**config.mk**
```make
export PLATFORM = sky130hd
export DESIGN_NAME = alu_share_arbiter
export DESIGN_NICKNAME = d
export VERILOG_FILES = /design/src/rtl/alu_pkg.sv /design/src/rtl/yAlu.sv /design/src/rtl/alu_share_arbiter.sv
export SDC_FILE = /design/constraint.sdc
export NUM_CORES = 1
export LEC_CHECK = 0
export CAP_MARGIN = 0
export CORE_ASPECT_RATIO = 0.9
export CORE_MARGIN = 3
export CORE_UTILIZATION = 57
export DETAILED_ROUTE_END_ITERATION = 12
export HOLD_SLACK_MARGIN = 0.08
export PLACE_DENSITY = 0.89
export SYNTH_ARGS = -nofsm -noshare
export SYNTH_HDL_FRONTEND = slang
export SYNTH_SLANG_ARGS = --single-unit
```
**constraint.sdc**
```tcl
create_clock -name clk -period 12.4 [get_ports clk]
set_input_delay 1.86 -clock clk [delete_from_list [all_inputs] [get_ports clk]]
set_output_delay 1.86 -clock clk [all_outputs]
set_load 0.05 [all_outputs]
```
**src/rtl/alu_pkg.sv**
```systemverilog
// ============================================================================
// Module   : alu_pkg
// Purpose  : Shared ALU definitions: default datapath width, op encodings
//            and the legal-op helper used by yAlu and alu_share_arbiter.
// Ports    : none (package)
// Revision : 1.0 - initial release
// ============================================================================
`default_nettype none

package alu_pkg;

    localparam int ALU_WIDTH = 32;

    localparam logic [2:0] ALU_AND = 3'd0;
    localparam logic [2:0] ALU_OR  = 3'd1;
    localparam logic [2:0] ALU_ADD = 3'd2;
    localparam logic [2:0] ALU_SUB = 3'd6;

    function automatic logic is_legal_op(input logic [2:0] op);
        return (op == ALU_AND) || (op == ALU_OR) ||
               (op == ALU_ADD) || (op == ALU_SUB);
    endfunction

endpackage

`default_nettype wire

```
**src/rtl/yAlu.sv**
```systemverilog
// ============================================================================
// Module   : yAlu
// Purpose  : Combinational ALU: AND, OR, ADD, SUB with a zero flag.
//            Unsupported ops produce a zero result and a cleared flag.
// Ports    : a, b  - operands (WIDTH)
//            op    - operation code (3)
//            z     - result (WIDTH)
//            ex    - 1 iff the op is legal and the result is zero
// Revision : 1.0 - initial release
// ============================================================================
`default_nettype none

module yAlu
    import alu_pkg::*;
#(
    parameter int WIDTH = ALU_WIDTH
) (
    input  logic [WIDTH-1:0] a,
    input  logic [WIDTH-1:0] b,
    input  logic [2:0]       op,
    output logic [WIDTH-1:0] z,
    output logic             ex
);

    always_comb begin
        z = '0;
        case (op)
            ALU_AND: z = a & b;
            ALU_OR:  z = a | b;
            ALU_ADD: z = a + b;
            ALU_SUB: z = a + ~b + WIDTH'(1);
            default: z = '0;
        endcase
    end

    // An illegal op also yields zero, so the flag must be qualified.
    assign ex = is_legal_op(op) && (z == '0);

endmodule

`default_nettype wire

```
**src/rtl/alu_share_arbiter.sv**
```systemverilog
// ============================================================================
// Module   : alu_share_arbiter
// Purpose  : Round-robin sharing of one yAlu between two valid/ready
//            requesters, with a single registered response slot that
//            supports backpressure and per-requester wrapping grant counters.
// Ports    : clk, reset             - clock, async active-high reset
//            rN_valid/rN_ready      - requester N handshake (N = 0,1)
//            rN_a, rN_b, rN_op      - requester N operands and op
//            rsp_valid/rsp_ready    - response slot handshake
//            rsp_id                 - requester owning the response
//            rsp_z, rsp_ex          - result and zero flag
//            rsp_illegal            - op was not AND/OR/ADD/SUB
//            gnt_cnt0, gnt_cnt1     - grant counters (wrap)
// Revision : 1.0 - initial release
// ============================================================================
`default_nettype none

module alu_share_arbiter
    import alu_pkg::*;
#(
    parameter int WIDTH = ALU_WIDTH,
    parameter int CNT_W = 16
) (
    input  logic             clk,
    input  logic             reset,
    input  logic             r0_valid,
    output logic             r0_ready,
    input  logic [WIDTH-1:0] r0_a,
    input  logic [WIDTH-1:0] r0_b,
    input  logic [2:0]       r0_op,
    input  logic             r1_valid,
    output logic             r1_ready,
    input  logic [WIDTH-1:0] r1_a,
    input  logic [WIDTH-1:0] r1_b,
    input  logic [2:0]       r1_op,
    output logic             rsp_valid,
    input  logic             rsp_ready,
    output logic             rsp_id,
    output logic [WIDTH-1:0] rsp_z,
    output logic             rsp_ex,
    output logic             rsp_illegal,
    output logic [CNT_W-1:0] gnt_cnt0,
    output logic [CNT_W-1:0] gnt_cnt1
);

    logic             valid_q,   valid_d;
    logic             id_q,      id_d;
    logic [WIDTH-1:0] z_q,       z_d;
    logic             ex_q,      ex_d;
    logic             ill_q,     ill_d;
    logic             last_q,    last_d;
    logic [CNT_W-1:0] cnt0_q,    cnt0_d;
    logic [CNT_W-1:0] cnt1_q,    cnt1_d;

    logic             w_free;
    logic             w_gnt_vld;
    logic             w_gnt_sel;
    logic             w_accept;
    logic [WIDTH-1:0] w_alu_a;
    logic [WIDTH-1:0] w_alu_b;
    logic [2:0]       w_alu_op;
    logic [WIDTH-1:0] w_alu_z;
    logic             w_alu_ex;

    assign w_free    = !valid_q || rsp_ready;
    assign w_gnt_vld = r0_valid || r1_valid;
    // Under contention the requester that did not win last time goes next;
    // otherwise the lone valid requester is selected.
    assign w_gnt_sel = (r0_valid && r1_valid) ? ~last_q : r1_valid;

    // Reset is asynchronous, so readies are gated directly by it rather than
    // relying on the cleared slot.
    assign r0_ready = !reset && w_free && w_gnt_vld && !w_gnt_sel;
    assign r1_ready = !reset && w_free && w_gnt_vld &&  w_gnt_sel;
    assign w_accept = (r0_valid && r0_ready) || (r1_valid && r1_ready);

    assign w_alu_a  = w_gnt_sel ? r1_a  : r0_a;
    assign w_alu_b  = w_gnt_sel ? r1_b  : r0_b;
    assign w_alu_op = w_gnt_sel ? r1_op : r0_op;

    yAlu #(
        .WIDTH (WIDTH)
    ) u_alu (
        .a  (w_alu_a),
        .b  (w_alu_b),
        .op (w_alu_op),
        .z  (w_alu_z),
        .ex (w_alu_ex)
    );

    always_comb begin
        valid_d = valid_q;
        id_d    = id_q;
        z_d     = z_q;
        ex_d    = ex_q;
        ill_d   = ill_q;
        last_d  = last_q;
        cnt0_d  = cnt0_q;
        cnt1_d  = cnt1_q;
        if (w_accept) begin
            valid_d = 1'b1;
            id_d    = w_gnt_sel;
            z_d     = w_alu_z;
            ex_d    = w_alu_ex;
            ill_d   = !is_legal_op(w_alu_op);
            last_d  = w_gnt_sel;
            if (w_gnt_sel) cnt1_d = cnt1_q + CNT_W'(1);
            else           cnt0_d = cnt0_q + CNT_W'(1);
        end else if (rsp_ready) begin
            // Drain only; data fields keep their last values.
            valid_d = 1'b0;
        end
    end

    always_ff @(posedge clk or posedge reset) begin
        if (reset) begin
            valid_q <= 1'b0;
            id_q    <= 1'b0;
            z_q     <= '0;
            ex_q    <= 1'b0;
            ill_q   <= 1'b0;
            last_q  <= 1'b1;
            cnt0_q  <= '0;
            cnt1_q  <= '0;
        end else begin
            valid_q <= valid_d;
            id_q    <= id_d;
            z_q     <= z_d;
            ex_q    <= ex_d;
            ill_q   <= ill_d;
            last_q  <= last_d;
            cnt0_q  <= cnt0_d;
            cnt1_q  <= cnt1_d;
        end
    end

    assign rsp_valid   = valid_q;
    assign rsp_id      = id_q;
    assign rsp_z       = z_q;
    assign rsp_ex      = ex_q;
    assign rsp_illegal = ill_q;
    assign gnt_cnt0    = cnt0_q;
    assign gnt_cnt1    = cnt1_q;

endmodule

`default_nettype wire

```
==> impl_results.md <==
- Root buffer cell: clkbuf_16
- Worst setup path end: rsp_ex$_DFFE_PP0N_
- Die W: approximately 140 um
- Syn_nets: about 1500
- Clk Latency, worst-skew pair: roughly 0.33 ns
- Final hold violations: 0
- Placed Area: around 0.011 mm2
- FMAX: 137 MHz
- Synthesized area: just over 0.009 mm2
- Final ANT Viol Nets: 0
- Max Slew Vio Count: 0
- Cell Rows: 43
- Cts repair resizes: 0
- Routed WL: 33700 um
- Hold WS: 0.473 ns
- FF+latch area: between 0.0015 and 0.002 mm2
- Post-CTS setup buffers: 0
- Outcome: complete, no violations
- Terminus of the critical flop-to-flop path: rsp_ex$_DFFE_PP0N_
- Avg Vias per Cell: 6.37
- R2R Path Start: last_q$_DFFE_PP1N_
- Synth-to-Final Area Change: 28.1%
- Xor and xnor fraction of the mapped netlist area: 0.0401
- GR Util All Layers: 0.364
- CTS tree: done
- Diodes inserted: 0
- Initial DRC count: 1443
- Syn Inst Count: 1291
- LEAKAGE: approximately 0.0055 uW
- Compound-gate portion of the synthesized area: 0.257
- First-pass GRT wire length: between 50000 and 60000 um
- Post-synth top area share: 0.185
- Slew Limit Headroom: 0.0734
- DRC: 0
- Share of layout cells above drive strength 1: 0.0471
- Cell area after layout: about 0.012 mm2
- Fin Clk Skew: around 0.010 ns
- Drt pass-1 iters: 6
- Avg Cell Area, Syn: between 7 and 8 um2
- Crit share post-route: 0.588
- Max Cap Violations: 0
- Final setup fails: 0
- Synth area leaders: dfrtp_1 19%, ha_1 14%, nand2_1 11%, a21oi_1 5.1%, nor2_1 4.5%
- Routability congestion estimate: 1.05
- Crit path DAT: 7.55 ns
- Setup_tns: 0 ns
- Largest fanout on the critical path: 29
- Port bufs: approximately 210
- H-tree depth: 3
- Clock buffer count from CTS: 9
- Nature of the critical path startpoint: input pin
- HPWL Detailed: 25500 um
- Core area: ~0.016 mm2
- Boundary Pins: approximately 210
- Hold_buf cts: 0
- Main synth FF type: dfrtp_1
- CP endpoint kind: register
- Tightest Pin Transition: 1.35 ns
- Worst EP required: about 13 ns
- Pwr per Cell Area: 131 mW/mm2
- FF+latch count, synth: 69
- Worst reg2reg path depth: 16
- Worst setup startpoint: r1_valid
- # clock sinks: slightly below 70
- Die Area: 0.0177 mm2
- Post-synthesis mux area share: 0.0375
- Grt total ovfl: 0
- Fin nets: 1706
- Drt wl/cell: a little over 20 um
- Clock Path Buffers: 2
- FF-to-FF setup slack: 6.80 ns
- Peak VDD IR: ~0.15 mV
- Total number of vias: ~11000
- Sequential-to-total area share from yosys stat: 0.188
- Largest family of logic cells by synthesized area: simple AND/OR/NAND/NOR gates
- Largest net degree at the start of global routing: 71
- Final Critical Period: between 7 and 8 ns
- Synth Area in Simple Gates: 0.266
- Reg clk slew, reported paths: roughly 0.060 ns
- Fillers: approximately 1200
- Pwr Total: around 1500 uW
- EDFF count, synth: 0
- Synth Warn #: 0
- Die Ht: ~130 um
- Area of the multi-input gates: roughly 0.007 mm2
- Initial antenna violation count: 0
- Vias in the first global route: about 9900
- Leading area contributor after synthesis: dfrtp_1
- Synth Area in Adders: 0.146
- RSZ-0062 raised after global routing: no
- WS Path Type: input pin to register
- Yosys cell types: 87
- Starting Density: 0.588
- Post-synth ARST share: 1.00
- Min-Delay Path Class: register to register
placed cells by master (no fill, tap or decap), types with 8 or more instances in the layout:
| master | netlist | routed |
|---|---|---|
| buf_4 | 1 | 10 |
| a31oi_1 | 15 | 15 |
| nor2_1 | 111 | 110 |
| o31ai_1 | 10 | 10 |
| mux2_2 | 8 | 8 |
| o21bai_1 | 11 | 11 |
| nor4_1 | 10 | 10 |
| inv_1 | 95 | 94 |
| nand2b_1 | 19 | 19 |
| dfrtp_1 | 68 | 68 |
| a21oi_1 | 94 | 94 |
| nand2_1 | 260 | 260 |
| o211ai_1 | 11 | 11 |
| a211oi_1 | 16 | 16 |
| nor3_1 | 27 | 27 |
| a21o_1 | 25 | 25 |
| nor2b_1 | 13 | 13 |
| clkdlybuf4s50_1 | 0 | 208 |
| xnor2_1 | 29 | 29 |
| nand4_1 | 20 | 20 |
| ha_1 | 104 | 104 |
| o21ai_0 | 66 | 66 |
| or3_1 | 11 | 11 |
| nand3_1 | 24 | 24 |
| mux2i_1 | 24 | 22 |
| o21a_1 | 11 | 11 |
| and3_1 | 10 | 10 |
| o2111ai_1 | 8 | 8 |
| clkbuf_16 | 0 | 9 |
| xor2_1 | 13 | 13 |
worst min-delay path by stage:
stage / startpoint / slack [ns] / end / cells after the start
2_1_floorplan: last_q$_DFFE_PP1N_ / 0.50 / last_q$_DFFE_PP1N_ / 1
3_3_place_gp: gnt_cnt1[15]$_DFFE_PP0P_ / 0.46 / gnt_cnt1[15]$_DFFE_PP0P_ / 1
3_5_place_dp: gnt_cnt1[15]$_DFFE_PP0P_ / 0.46 / gnt_cnt1[15]$_DFFE_PP0P_ / 1
4_1_cts: gnt_cnt1[15]$_DFFE_PP0P_ / 0.47 / gnt_cnt1[15]$_DFFE_PP0P_ / 1
5_1_grt: gnt_cnt0[15]$_DFFE_PP0P_ / 0.51 / gnt_cnt0[15]$_DFFE_PP0P_ / 1
6_report: gnt_cnt1[15]$_DFFE_PP0P_ / 0.47 / gnt_cnt1[15]$_DFFE_PP0P_ / 1
cell type report:
class                      count  area share
clock buffer                  10      0.0203
clock inverter                 6      0.0114
inverter                      96      0.0306
multi-input combinational   1067       0.586
sequential                    69       0.147
tap                          202      0.0215
timing repair buffer         218       0.183
per-layer routing:
layer / global-route usage / part of all wire / routed length [um] / vias up
met5: 0 / 0 / 0 / -
met4: 0.101 / 0.030 / 1010 / 0
met3: 0.0671 / 0.12 / 4110 / 115
met2: 0.592 / 0.44 / 14900 / 773
met1: 0.499 / 0.41 / 13700 / 4868
li1: - / - / - / 4867
cells in the mapped netlist (10+ instances only):
master and instances:
nand2_1 260, or3_1 11, a211oi_1 16, nor4_1 10, nand2b_1 19, o21ai_0 66, inv_1 95, nor3_1 27
a21oi_1 94, dfrtp_1 68, mux2i_1 24, a21o_1 25, o31ai_1 10, a31oi_1 15, o21bai_1 11, ha_1 104
and3_1 10, clkbuf_1 50, xnor2_1 29, nor2b_1 13, nor2_1 111, xor2_1 13, o21a_1 11, nand4_1 20
o211ai_1 11, nand3_1 24
flip-flops by register name, indices dropped and copies added (netlist names):
name	count
last_q	1
rsp_valid	1
gnt_cnt1	16
rsp_z	32
rsp_illegal	1
gnt_cnt0	16
rsp_ex	1
rsp_id	1
cell families after synthesis:
logic type,Yosys count
AO/OA/AOI/OAI,345
XOR/XNOR,42
adder cells (fa/ha/maj),106
buffers and inverters,155
flip-flops,69
multiplexers,33
AND/OR/NAND/NOR,541
worst max-delay path, stage by stage:
cell	delay, ns
clkdlybuf4s50_1	0.52
a21boi_4	0.73
buf_4	0.44
nand2_1	0.09
nand2_1	0.09
inv_1	0.06
ha_1	0.40
a2111oi_0	1.20
nand2b_1	0.18
o21a_1	0.26
a21oi_1	0.25
o221ai_1	0.17
a221o_1	0.35
a2111oi_1	0.39
nand4_1	0.18
nor4_2	0.23
a21o_1	0.13
per-stage QoR:
step	worst slack, ns	util	instances
5_1_grt	4.84	0.754	1668
4_1_cts	5.19	0.754	1668
3_5_place_dp	4.99	0.730	1652
3_3_place_gp	5.12	0.730	1652
6_report	5.11	0.754	1668
2_1_floorplan	5.53	-	1291
power breakdown:
| group | total, uW | internal, uW | switching [uW] |
|---|---|---|---|
| combinational | 903 | 321 | 582 |
| sequential | 312 | 266 | 45.9 |
| clock | 321 | 222 | 98.5 |
No activity file was read; power rests on OpenSTA's default activity.
==> RTL edit 1 (same flow settings) <==
Reset style: synchronous (`reset`), changed in one clocked block. Comments in the files are not updated.
--- a/src/rtl/alu_share_arbiter.sv
+++ b/src/rtl/alu_share_arbiter.sv
@@ -112,7 +112,7 @@
         end
     end
 
-    always_ff @(posedge clk or posedge reset) begin
+    always_ff @(posedge clk) begin
         if (reset) begin
             valid_q <= 1'b0;
             id_q    <= 1'b0;
Check against the original RTL: differs if reset is asserted again (counterexample within 4 cycles, from zero or initial values and one cycle with reset high); with reset held inactive, the same outputs for 10 cycles.
==> RTL edit 1 against the unedited design <==
- global-route usage decreased by 0.34 points
- sequential cell count unchanged
- clock skew about the same
- setup slack improved by 0.17 ns
- sequential share of layout area decreased by 2.2 points
- synthesized area decreased by 6.5%
- final area decreased by 6.1%
- count of clock-buffer cells in the layout decreased by 1
- power decreased by 28%
- routed wire length decreased by 7.9%
- first-iteration DRC count decreased by 18%
- critical endpoint is now rsp_ex$_SDFFE_PP0N_
==> RTL edit 1: results (changes against the unedited design) <==
| Metric | Value |
|---|---|
| Layout cells sized above 1 | `3.627% (was 4.707%)` |
| Top cells by area, synth | `dfxtp_1 16%, ha_1 15%, nand2_1 10%, nor2_1 5.2%, a21oi_1 4.5% (was dfrtp_1 19%, ha_1 14%, nand2_1 11%, a21oi_1 5.1%, nor2_1 4.5%)` |
| Logic inverters | `92 (was 96)` |
| Synth cell count leaders | `233 x nand2_1, 118 x nor2_1, 104 x ha_1 (was 260 x nand2_1, 111 x nor2_1, 104 x ha_1)` |
| DRT Wirelength | `31,070 um (was 33,730 um)` |
| Final Wtd Congestion | `1.065 (was 1.048)` |
| CP max-delay cell | `nor3b_1 (was a2111oi_0)` |
| DR iter-0 viols | `1,184 (was 1,443)` |
| Pint | `0.6174 mW (was 0.8090 mW)` |
| Clk cell area share | `2.708% (was 3.171%)` |
| Post-synthesis mux area share | `3.485% (was 3.748%)` |
| Vias after detailed routing | `10.02k (was 10.62k)` |
| Post-synthesis compound-gate area fraction | `25.47% (was 25.69%)` |
| Share of power burned in registers | `21.7% (was 20.3%)` |
| Syn_nets | `1,481 (was 1,536)` |
| Sequential share of cell area | `12.51% (was 14.69%)` |
| Outcome | `finished, final reports clean (unchanged)` |
| NetSw | `0.4879 mW (was 0.7267 mW)` |
| Worst-Skew Late Latency | `0.35 ns (was 0.33 ns)` |
| Worst R2R Start | `last_q$_SDFFE_PP1N_ (was last_q$_DFFE_PP1N_)` |
| Placed cell areas | `0.01075 mm^2 (was 0.01139 mm^2)` |
| Register area share after synthesis | `16.10% (was 18.82%)` |
| R2R Setup Slk | `7.01 ns (was 6.80 ns)` |
| Logic power comb | `0.599 mW (was 0.903 mW)` |
| Synth Area in XOR/XNOR | `5.104% (was 4.007%)` |
| DR WL/cell | `19.43 um (was 20.22 um)` |
| Count of multi-input gates | `1,013 (was 1,067)` |
| CP top delay family | `simple AND/OR/NAND/NOR gates (was compound AO/OA/AOI/OAI gates)` |
-- RTL edit 1: worst reg2reg max path, cell delays in order, from the launching register on --
cell and delay (ns):
dfxtp_1 0.34, nand2_1 0.16, and2_2 0.61, buf_4 0.42, nand2_1 0.09, nand2_1 0.09
inv_1 0.07, ha_1 0.24, a21oi_1 0.15, nand2_1 0.10, o211ai_1 0.16, nor3b_1 0.87
a21boi_0 0.34, a221o_1 0.37, a221oi_2 0.26, and3_1 0.19, o2111ai_1 0.11, nor4_1 0.38
and4_1 0.25, a22o_1 0.12
-- RTL edit 1: per-layer routing --
layer  track usage (%)  part of all wire, %  up-vias  wire (um)
met1             48.50                   42     4597      12950
li1                  -                    -     4667          -
met3             6.844                   11      104       3328
met5                 0                0.035        -         11
met2             58.92                   44      652      13810
met4             10.58                  3.1        2        960
==> RTL edit 2 (config.mk and constraints unchanged) <==
Made on the original files. Set the parameter `CNT_W` to 32 (it was 16).
--- a/src/rtl/alu_share_arbiter.sv
+++ b/src/rtl/alu_share_arbiter.sv
@@ -19,7 +19,7 @@
     import alu_pkg::*;
 #(
     parameter int WIDTH = ALU_WIDTH,
-    parameter int CNT_W = 16
+    parameter int CNT_W = 32
 ) (
     input  logic             clk,
     input  logic             reset,
Ports: changed (resized gnt_cnt0 and gnt_cnt1); port bits go from 209 to 241. No check against the original RTL was run, so the function may have changed too.
==> RTL edit 2 against the unedited design <==
- sequential cell count increased by 32
- non-clock buffer count is 31 higher
- routed wire length up 20%
- highest routed layer unchanged
- first-iteration DRC count shrank 3.9%
- maximum frequency shrank 0.67%
- sequential share of layout area is 4.1 points higher
- count of clock-buffer cells in the layout shrank 1
- final cell count increased by 9.8%
- synthesized area grew 15%
- power increased by 12%
- die area is 14% higher
- largest cell class unchanged
- clock skew is 0.00084 ns lower
- final area grew 14%
- setup slack lost 0.049 ns
==> RTL edit 2: results (changes against the unedited design) <==
| Metric | Value |
|---|---|
| Crit path max fanout | `54 (was 29)` |
| Max Clock Skew | `0.009277 ns (was 0.01011 ns)` |
| Met1 Wirelength | `15,470 um (was 13,680 um)` |
| Vias in the first global route | `11.24k (was 9,914)` |
| Worst-Skew Late Latency | `0.35 ns (was 0.33 ns)` |
| Routed wl met3 | `4787 um (was 4106 um)` |
| R2R Setup Slk | `6.69 ns (was 6.80 ns)` |
| First-pass GRT wire length | `62,620 um (was 52,790 um)` |
| Post-synth EDFFs | `0 (unchanged)` |
| Syn_nets | `1,626 (was 1,536)` |
| Antenna violations before repair | `0 (unchanged)` |
| DR pass1 iterations | `6 (unchanged)` |
| Top cells by area, synth | `dfrtp_1 24%, ha_1 12%, nand2_1 9.8%, xnor2_1 5.0%, inv_1 3.5% (was dfrtp_1 19%, ha_1 14%, nand2_1 11%, a21oi_1 5.1%, nor2_1 4.5%)` |
| HP Start | `gnt_cnt0[31]$_DFFE_PP0P_ (was gnt_cnt1[15]$_DFFE_PP0P_)` |
| Place WS | `4.921 ns (was 4.994 ns)` |
| Largest net degree at the start of global routing | `56 (was 71)` |
| Worst r2r path cells | `18 (was 16)` |
| Met3 usage | `10.07% (was 6.709%)` |
| Hold path depth | `1 (unchanged)` |
| Post-synthesis mux area share | `2.663% (was 3.748%)` |
| Worst EP arrival | `7.62 ns (was 7.55 ns)` |
| Gr usage total | `38.99% (was 36.36%)` |
| Maximum vdd drop | `0.07364 mV (was 0.1508 mV)` |
| Placed cell count | `1,815 (was 1,652)` |
| Slew HR | `16.28% (was 7.345%)` |
| Final Wtd Congestion | `0.9855 (was 1.048)` |
| Layout cells sized above 1 | `4.463% (was 4.707%)` |
| Leakage power | `6.192 nW (was 5.517 nW)` |
| Syn Area/Cell | `7.606 um^2 (was 7.111 um^2)` |
| Cell variety after synth | `80 (was 87)` |
| Via density | `6.387 (was 6.369)` |
| Adder-cell area share of the yosys netlist | `12.39% (was 14.61%)` |
| Hold EP | `gnt_cnt0[31]$_DFFE_PP0P_ (was gnt_cnt1[15]$_DFFE_PP0P_)` |
| DR WL/cell | `22.08 um (was 20.22 um)` |
| Dpl hpwl | `29,790 um (was 25,460 um)` |
| I/O Buffers | `240 (was 208)` |
| Hold Slack | `0.4862 ns (was 0.4732 ns)` |
| Synth Area in XOR/XNOR | `6.740% (was 4.007%)` |
| Register area share after synthesis | `24.02% (was 18.82%)` |
| Post-synthesis compound-gate area fraction | `21.98% (was 25.69%)` |
| Synth cell count leaders | `274 x nand2_1, 101 x ha_1, 100 x dfrtp_1 (was 260 x nand2_1, 111 x nor2_1, 104 x ha_1)` |
| Outcome | `finished, final reports clean (unchanged)` |
## RTL edit 2: where the power goes
group | switching (mW) | internal, mW | leakage, nW
Combinational | 0.618 | 0.347 | 4.67
Sequential | 0.0463 | 0.372 | 1.34
Clock | 0.134 | 0.201 | 0.173
Total | 0.798 | 0.919 | 6.19
## RTL edit 2: layout make-up
class | instances | area [um^2]
clock buffer | 9 | 225.2
clock inverter | 7 | 127.6
fill | 1297 | 4403
inverter | 97 | 366.6
multi-input combinational | 1128 | 7421
sequential | 101 | 2529
tap | 240 | 300.3
timing repair buffer | 249 | 2470
## RTL edit 2: critical path, cell delays in order
cell and delay (ns):
clkdlybuf4s50_1 0.61, a21bo_2 0.44, buf_4 0.41, nand2_1 0.13, and2_1 0.16, inv_1 0.08, ha_1 0.25, fa_1 0.47
nor2b_1 0.17, o211ai_1 0.32, a21oi_2 0.17, o21a_1 0.23, o41ai_2 0.63, o311ai_0 0.39, or4_1 0.59, nor4_1 0.39
nand4_1 0.14, o21ai_1 0.15
## RTL edit 2: worst max-delay path by stage
| stage | start | endpoint | slack, ns | cells after the start |
|---|---|---|---|---|
| floorplan | r1_valid | rsp_z[31]$_DFFE_PP0N_ | 6.21 | 20 |
| global placement | r0_valid | rsp_ex$_DFFE_PP0N_ | 5.04 | 19 |
| detailed placement | r1_valid | rsp_ex$_DFFE_PP0N_ | 4.92 | 19 |
| CTS | r1_valid | rsp_ex$_DFFE_PP0N_ | 5.21 | 18 |
| global route | r0_valid | rsp_ex$_DFFE_PP0N_ | 4.82 | 19 |
| finish | r1_valid | rsp_ex$_DFFE_PP0N_ | 5.06 | 18 |
